==> config.mk <==
export PLATFORM = sky130hd
export DESIGN_NAME = multicycle_sequencer
export DESIGN_NICKNAME = d
export VERILOG_FILES = /design/src/rtl/multicycle_sequencer.sv
export SDC_FILE = /design/constraint.sdc
export NUM_CORES = 1
export LEC_CHECK = 0
export BUFFER_PORTS_ARGS = -buffer_cell sky130_fd_sc_hd__buf_2
export CAP_MARGIN = 10
export CORE_AREA = 4 4 82 53
export DETAILED_ROUTE_END_ITERATION = 7
export DIE_AREA = 0 0 86 57
export GPL_ROUTABILITY_DRIVEN = 0
export PLACE_DENSITY = 0.62
export SYNTH_ARGS = -nofsm -noshare
export SYNTH_HDL_FRONTEND = slang
export SYNTH_SLANG_ARGS = --single-unit
==> constraint.sdc <==
create_clock -name clk -period 1.7 [get_ports clk]
set_input_delay 0.085 -clock clk [delete_from_list [all_inputs] [get_ports clk]]
set_output_delay 0.085 -clock clk [all_outputs]
set_load 0.05 [all_outputs]
==> src/rtl/multicycle_sequencer.sv <==
// Multicycle control sequencer for the LEGv8 datapath.
// Steps each instruction through FETCH, DECODE, EXECUTE and, for loads and
// stores, MEM. It owns the RAM handshake and the shared address-bus select,
// and it gates the decoder's WR/SFL strobes so each fires once per instruction.
// Strobes are combinational in the current state and inputs. State, the RAM
// wait counter, the retired count and the fault flag are registered.
module multicycle_sequencer #(
    parameter int MEM_WAIT_MAX = 15,
    parameter int CNT_W        = 16
) (
    input  logic             clk,
    input  logic             Reset,
    input  logic             dec_WR,
    input  logic             dec_SFL,
    input  logic             dec_load,
    input  logic             dec_store,
    input  logic             dec_branch,
    input  logic             mem_ready,
    input  logic             halt,
    output logic             IL,
    output logic             EN_ADDR_PC,
    output logic             EN_ADDR_ALU,
    output logic             RCS,
    output logic             RR,
    output logic             WRR,
    output logic             WR,
    output logic             SFL,
    output logic             PC_INC,
    output logic             PC_LOAD,
    output logic             busy,
    output logic             fault,
    output logic [2:0]       state,
    output logic [CNT_W-1:0] retired
);

    // Wait counter must be able to hold MEM_WAIT_MAX itself.
    localparam int WAIT_W = (MEM_WAIT_MAX < 1) ? 1 : $clog2(MEM_WAIT_MAX + 1);

    typedef enum logic [2:0] {
        S_FETCH   = 3'd0,
        S_DECODE  = 3'd1,
        S_EXECUTE = 3'd2,
        S_MEM     = 3'd3,
        S_HALTED  = 3'd4,
        S_FAULT   = 3'd5
    } state_t;

    state_t             r_state;
    logic [WAIT_W-1:0]  r_wait;
    logic [CNT_W-1:0]   r_retired;
    logic               r_fault;

    logic               w_multi_class;
    logic               w_mem_class;
    logic               w_wait_limit;

    // True when more than one instruction class is flagged at once.
    // The decoder should never do this, so the sequencer treats it as a fault.
    function automatic logic f_multi_class(input logic ld, input logic st, input logic br);
        return (ld & st) | (ld & br) | (st & br);
    endfunction

    assign w_multi_class = f_multi_class(dec_load, dec_store, dec_branch);
    assign w_mem_class   = dec_load | dec_store;
    assign w_wait_limit  = (r_wait == WAIT_W'(MEM_WAIT_MAX));

    // State, wait counter, retired count and sticky fault all advance here.
    // An instruction retires from EXECUTE (ALU op or branch) or from MEM when
    // the RAM finishes. At that point halt chooses HALTED or the next FETCH.
    always_ff @(posedge clk) begin
        if (Reset) begin
            r_state   <= S_FETCH;
            r_wait    <= '0;
            r_retired <= '0;
            r_fault   <= 1'b0;
        end else begin
            case (r_state)
                S_FETCH: begin
                    if (mem_ready) begin
                        r_state <= S_DECODE;
                        r_wait  <= '0;
                    end else if (w_wait_limit) begin
                        r_state <= S_FAULT;
                        r_fault <= 1'b1;
                        r_wait  <= '0;
                    end else begin
                        r_wait  <= r_wait + WAIT_W'(1);
                    end
                end
                S_DECODE: begin
                    r_state <= S_EXECUTE;
                end
                S_EXECUTE: begin
                    if (w_multi_class) begin
                        r_state <= S_FAULT;
                        r_fault <= 1'b1;
                    end else if (!dec_branch && w_mem_class) begin
                        r_state <= S_MEM;
                        r_wait  <= '0;
                    end else begin
                        r_retired <= r_retired + CNT_W'(1);
                        r_wait    <= '0;
                        r_state   <= halt ? S_HALTED : S_FETCH;
                    end
                end
                S_MEM: begin
                    if (mem_ready) begin
                        r_retired <= r_retired + CNT_W'(1);
                        r_wait    <= '0;
                        r_state   <= halt ? S_HALTED : S_FETCH;
                    end else if (w_wait_limit) begin
                        r_state <= S_FAULT;
                        r_fault <= 1'b1;
                        r_wait  <= '0;
                    end else begin
                        r_wait  <= r_wait + WAIT_W'(1);
                    end
                end
                S_HALTED: begin
                    if (!halt) begin
                        r_state <= S_FETCH;
                        r_wait  <= '0;
                    end
                end
                S_FAULT: begin
                    r_state <= S_FAULT;
                end
                default: begin
                    r_state <= S_FAULT;
                    r_fault <= 1'b1;
                end
            endcase
        end
    end

    // Strobes are decoded from the current state and inputs.
    // Reset forces every 1-bit output low, which also drops a pending access.
    always_comb begin
        IL          = 1'b0;
        EN_ADDR_PC  = 1'b0;
        EN_ADDR_ALU = 1'b0;
        RCS         = 1'b0;
        RR          = 1'b0;
        WRR         = 1'b0;
        WR          = 1'b0;
        SFL         = 1'b0;
        PC_INC      = 1'b0;
        PC_LOAD     = 1'b0;
        busy        = 1'b0;
        fault       = 1'b0;
        if (!Reset) begin
            busy  = (r_state != S_HALTED) && (r_state != S_FAULT);
            fault = r_fault;
            case (r_state)
                S_FETCH: begin
                    EN_ADDR_PC = 1'b1;
                    RCS        = 1'b1;
                    RR         = 1'b1;
                    IL         = mem_ready;
                    PC_INC     = mem_ready;
                end
                S_EXECUTE: begin
                    if (!w_multi_class) begin
                        if (dec_branch) begin
                            PC_LOAD = 1'b1;
                        end else if (!w_mem_class) begin
                            WR  = dec_WR;
                            SFL = dec_SFL;
                        end
                    end
                end
                S_MEM: begin
                    EN_ADDR_ALU = 1'b1;
                    RCS         = 1'b1;
                    RR          = dec_load;
                    WRR         = dec_store;
                    WR          = dec_load & mem_ready;
                end
                default: begin
                end
            endcase
        end
    end

    assign state   = Reset ? 3'd0 : r_state;
    assign retired = r_retired;

endmodule

==> results of run 1 <==
## sequential cells by signal, summed over array words and instances (netlist names)
register / cells
r_state: 3
retired: 16
r_wait: 4
r_fault: 1
## critical path, cell delays in order (launching register included)
cell and delay, ps:
dfxtp_2 350, nor4b_4 260, nand3_2 120, a2111oi_4 380, buf_6 210
## cells in the final DEF, fill, tap and decap left out, types with 2 or more instances in the layout
cell type,count
buf_2,36
a21oi_1,17
nor2_1,13
dfxtp_1,13
o21ai_0,12
dfxtp_2,11
buf_4,9
or3_1,8
nand3_1,6
nand2_1,6
inv_1,5
nor2b_1,5
xor2_1,5
and3_1,4
buf_6,4
o21a_1,3
nand4_1,3
clkbuf_8,3
nor3_4,2
and2_4,2
and4_1,2
and2_1,2
nor3_1,2
o31ai_1,2
or4_1,2
xnor2_1,2
o211ai_1,2
nand3b_1,2
nor4_1,2
ha_1,2
buf_8,2
## worst max-delay path by stage
| stage | cells after the start | to | from | slack, ps |
|---|---|---|---|---|
| floorplan | 5 | PC_INC | r_state[1] | -130 |
| global placement | 4 | WR | r_state[0] | 60 |
| global route | 4 | WR | r_state[0] | -30 |
| finish | 4 | WR | r_state[0] | 30 |
| CTS | 5 | IL | r_state[1] | -10 |
| detailed placement | 4 | WR | r_state[0] | 30 |
## cell type report
cell class                 count  area share [%]
clock buffer                   3            2.21
timing repair buffer          51            17.3
multi-input combinational    132            49.8
inverter                       5            1.01
sequential                    24            26.5
tap                           47            3.15
## metal layers
| metal | routed length [um] | share of wire, % | vias to the layer above |
|---|---|---|---|
| li1 | - | - | 722 |
| met3 | 186 | 5.0 | 6 |
| met1 | 1760 | 47 | 681 |
| met4 | 31 | 0.83 | 0 |
| met5 | 0 | 0 | - |
| met2 | 1740 | 47 | 28 |
## timing repair
| item | in CTS | in global routing |
|---|---|---|
| resized for setup | 7 | 12 |
| pin swaps | 2 | 4 |
| buffers inserted | 0 | 1 |
| endpoints found under the setup margin | 4 | 13 |
| hold buffers | 0 | 0 |
## synthesized netlist by cell type (3+ instances only)
| cell type | number | share of area (%) |
|---|---|---|
| or3_1 | 8 | 3.6 |
| nand4_1 | 3 | 1.3 |
| nor2_1 | 13 | 3.5 |
| nand3_1 | 7 | 2.5 |
| and2_1 | 4 | 1.8 |
| xor2_1 | 5 | 3.1 |
| inv_1 | 5 | 1.3 |
| a21oi_1 | 18 | 6.5 |
| and3_1 | 4 | 1.8 |
| nand2_1 | 6 | 1.6 |
| nor3_1 | 4 | 1.4 |
| clkbuf_1 | 6 | 1.6 |
| a2111oi_0 | 3 | 1.9 |
| dfxtp_1 | 24 | 34 |
| o21ai_0 | 12 | 4.3 |
| o21a_1 | 3 | 1.6 |
| nor2b_1 | 6 | 2.7 |
## per-stage QoR
| step | utilization [%] | hold slack (ps) | cells | setup WS [ps] |
|---|---|---|---|---|
| 2_1_floorplan | - | 231 | 172 | -132 |
| 3_3_place_gp | 48.2 | 393 | 258 | 65.0 |
| 3_5_place_dp | 48.2 | 400 | 258 | 34.4 |
| 4_1_cts | 50.3 | 116 | 261 | -10.6 |
| 5_1_grt | 51.9 | 163 | 262 | -30.6 |
| 6_report | 51.9 | 133 | 262 | 33.3 |
## kinds of logic after synthesis
group	count (synthesis)	share of synthesized area (%)
fa+ha+maj	3	2.51
simple gates	70	29.0
buf+inv	16	5.56
mux	1	0.717
flops	24	34.4
xor+xnor	7	4.39
compound gates	51	23.4
## power groups by stage
stage,clock (uW),combinational (uW),sequential [uW]
6_report,335,340,592
5_1_grt,367,366,596
2_1_floorplan,0,237,606
3_3_place_gp,0,304,602
4_1_cts,350,318,591
3_5_place_dp,0,311,603
==> results.toml, run 1 <==
[critical_path]
r2r_cells = 5
crit_type = "flop to output pin"
crit_fanout = 3
r2r-start = "r_state[0]"
worstReg2RegEnd = "retired[15]"
timing.critical_path.to_type = "output pin"
start_kind = "flop"
worstPathRequired_ps = 1620
crit_arrival_ps = 1580
ff2ff_setup_slack_ps = 70

[placement]
dpl.hpwl_um = 2810
dpl_cell_area_sq_mm = 0.00173
io_buffers = 39

[global_route]
grt_pass1_wl_um = 6140
grt-busiest-layer = "met2"
grt_pass1_vias = 1403
grt_overflow = 0
grtUsageMet3_pct = 4.91
antenna_found_initial = 0
met2_usage_pct = 25.2
grt_max_degree = 21
grt_usage_pct = 15.4
grt.met1_usage_pct = 19.5

[min_path]
holdCritStartpoint = "halt"
whs_path_depth = 3
holdPathEnd = "r_state[2]"
holdCritPathClass = "input pin to flop"

[power_and_ir_drop]
pwr-share-seq_pct = 46.7
internal-power_uw = 856
p_sw_share_pct = 32.5
totalPowerFinal_uw = 1270
combPwrFrac_pct = 26.8
leakage_uw = 0.000760
pwr-share-clk_pct = 26.4
power.switching_uw = 412
ir_drop_v = 0.000240
cellPowerDensity_mw_per_mm2 = 680

[finish]
final-seq-area_sq_um = 494
final_area_sq_mm = 0.00186
nets = 228
diodes = 0
drive_gt1_share_pct = 36.3
multi_input_area_sq_um = 928
area_growth_syn_to_layout_pct = 33.5
fillerInstances = 356

[outcome]
status = "finished, final reports clean"

[timing]
hold_viol = 0
report.final.slew_viol_count = 0
finalClockSkew_ps = 5.25
worst-slew-pin-transition_ps = 444
period_share_pct = 98.0
period_minus_slack_ps = 1670
maxSlewHeadroom_pct = 70.4
finalSetupTns_ps = 0
max_freq_mhz = 600
setup_viol = 0
rsz0062_at_grt = "true"

[clock_network]
numCtsBuffers = 3
clk_path_buf_depth = 2
clk_latency_ps = 270
clkTransAtPathRegs_ps = 80
htreeDepth = 1
clock-sinks = 24
root_buffer = "clkbuf_8"
tritoncts = "yes"

[route]
avgRoutedWirePerCell_um = 14.2
vias_per_cell = 5.48
drc = 0
vias = 1437
drtIter0Drc = 83
routed_wl_um = 3720
drt_first_pass_iters = 4
drtAntennaViolNets = 0

[yosys]
synth_edf_count = 0
ys_warn_count = 0
synth_cell_types = 47
yosysSeqAreaShare_pct = 34.4
syn_avg_cell_area_sq_um = 8.12
synthCells = 172
synthArstFlopShare_pct = 0
synth.cell_area_sq_mm = 0.00140
ys_seq_elements = 24
synth.net_count = 183
synthFlopType = "dfxtp_1"

[floorplanning]
dieWidth_um = 86
top_level_ports = 40
dieArea_sq_mm = 0.00490
coreArea_sq_mm = 0.00359
initial_core_util_pct = 38.8
chipHeight_um = 57
rows = 17

[flow_run]
cap_violations = 0
(Power assumes the default switching activity.)
==> inputs of run 2 (changes only) <==
CORE_AREA = 4 4 73 48   (was 4 4 82 53)
DIE_AREA = 0 0 77 52   (was 0 0 86 57)
PLACE_DENSITY = 0.75   (was 0.62)
==> run 2 against run 1 <==
  * Hold slack better by 15 ps
  * Maximum frequency down 1.1%
  * Largest power group unchanged
  * Register-to-register slack worse by 20 ps
  * Sequential share of layout area down 0.96 points
  * Global-route usage up 4.3 points
  * Via count up 4.4%
==> results.toml, run 2 (synthesis results as in run 1) <==
[outcome]
status = "finished, final reports clean"

[critical_path]
r2r-start = "r_state[0]"
r2r_cells = 5
crit_type = "flop to output pin"
ff2ff_setup_slack_ps = 50
start_kind = "flop"
worstPathRequired_ps = 1620
worstReg2RegEnd = "retired[15]"
timing.critical_path.to_type = "output pin"
crit_arrival_ps = 1600
crit_end = "IL"
crit_start = "r_state[0]"
crit_fanout = 4

[route]
top_layer = "met4"
drt_first_pass_iters = 4
wl_met2_um = 1980
wl_met1_um = 1690
drtIter0Drc = 126
vias_per_cell = 5.93
avgRoutedWirePerCell_um = 15.7
routed_wl_um = 3960
drtAntennaViolNets = 0
dr_wl_met3_um = 271
drc = 0
vias = 1500

[finish]
largest_reg_flops = 16
final_area_sq_mm = 0.00194
drive_gt1_share_pct = 41.6
nets = 231
final_util_pct = 69.4
diodes = 0
instances_no_fill = 253
final_common_cell = "buf_2"
fillerInstances = 219
final_cell_mix = "buf_2 (34), a21oi_1 (16), nor2_1 (12), dfxtp_1 (12), dfxtp_2 (12)"
area_growth_syn_to_layout_pct = 38.9

[timing]
worst-slew-pin-transition_ps = 572
finalClockSkew_ps = 3.98
rsz0062_at_grt = "true"
max_freq_mhz = 594
period_minus_slack_ps = 1680
period_share_pct = 99.1
finalSetupTns_ps = 0
hold_viol = 0
report.final.slew_viol_count = 0
setup_viol = 0
maxSlewHeadroom_pct = 60.9

[flow_run]
cap_violations = 0

[clock_network]
htreeDepth = 1
clkTransAtPathRegs_ps = 90
numCtsBuffers = 3
clk_latency_ps = 270
cts.hold.buffers_added = 0
clk_path_buf_depth = 2
root_buffer = "clkbuf_8"
clock-sinks = 24
tritoncts = "yes"

[global_route]
grt_overflow = 0
grt_usage_pct = 19.6
grt_pass1_vias = 1401
antenna_found_initial = 0
grt_pass1_wl_um = 6350
grt_max_degree = 20

[placement]
dpl.hpwl_um = 2750
io_buffers = 39
placedCellCount = 244
dpl_cell_area_sq_mm = 0.00171

[floorplanning]
initial_core_util_pct = 49.9
rows = 15
dieArea_sq_mm = 0.00400
chipHeight_um = 52
coreArea_sq_mm = 0.00280
dieWidth_um = 77
top_level_ports = 40

[min_path]
holdCritPathClass = "input pin to flop"

[power_and_ir_drop]
totalPowerFinal_uw = 1370
ir_drop_v = 0.000438
cellPowerDensity_mw_per_mm2 = 704
leakage_uw = 0.000797
[run 2: layout make-up]
cell class | count | area [sq um] | share of cell area [%]
multi-input cells | 132 | 961 | 49.5
flip-flops and latches | 24 | 495 | 25.5
repair buffers | 54 | 367 | 18.9
clock buffers | 4 | 55.1 | 2.84
well taps | 34 | 42.5 | 2.19
inverters | 5 | 18.8 | 0.968
[run 2: worst min-delay path by stage]
stage / start / endpoint / slack (ps) / cells past startpoint
2_1_floorplan: Reset / EN_ADDR_PC / 230 / 1
3_3_place_gp: halt / r_state[2] / 390 / 3
3_5_place_dp: halt / r_state[2] / 420 / 3
4_1_cts: halt / r_state[2] / 140 / 3
5_1_grt: halt / r_state[2] / 160 / 3
6_report: halt / r_state[2] / 150 / 3
[run 2: power breakdown]
| part | switching [uW] | internal, uW |
|---|---|---|
| combinational | 238 | 145 |
| sequential | 13.2 | 578 |
| clock | 185 | 207 |
| total | 435 | 930 |
[run 2: per-layer routing]
| metal | GRT usage (%) | vias up |
|---|---|---|
| met3 | 6.06 | 2 |
| met4 | 4.44 | 0 |
| met2 | 35.4 | 51 |
| met1 | 23.3 | 719 |
| li1 | - | 728 |
| met5 | 0 | - |
[run 2: critical path, stage by stage (launching register included)]
cell and delay (ps):
dfxtp_2 340, buf_6 130, buf_6 110, or2_4 240, nor3_4 170, and2_4 190, buf_8 140
[run 2: stage by stage]
stage | worst slack, ps | hold slack [ps]
CTS | -17.1 | 137
detailed placement | 65.3 | 417
global placement | 88.1 | 392
floorplan | -132 | 231
global route | -62.9 | 157
finish | 15.6 | 148
[run 2: repair_timing]
| item | CTS | global route |
|---|---|---|
| resized for setup | 14 | 17 |
| endpoints found under the hold margin | 0 | 0 |
| cloned | 0 | 0 |
| setup buffers | 3 | 2 |
| pin swaps | 5 | 10 |
| endpoints found under the setup margin | 4 | 18 |
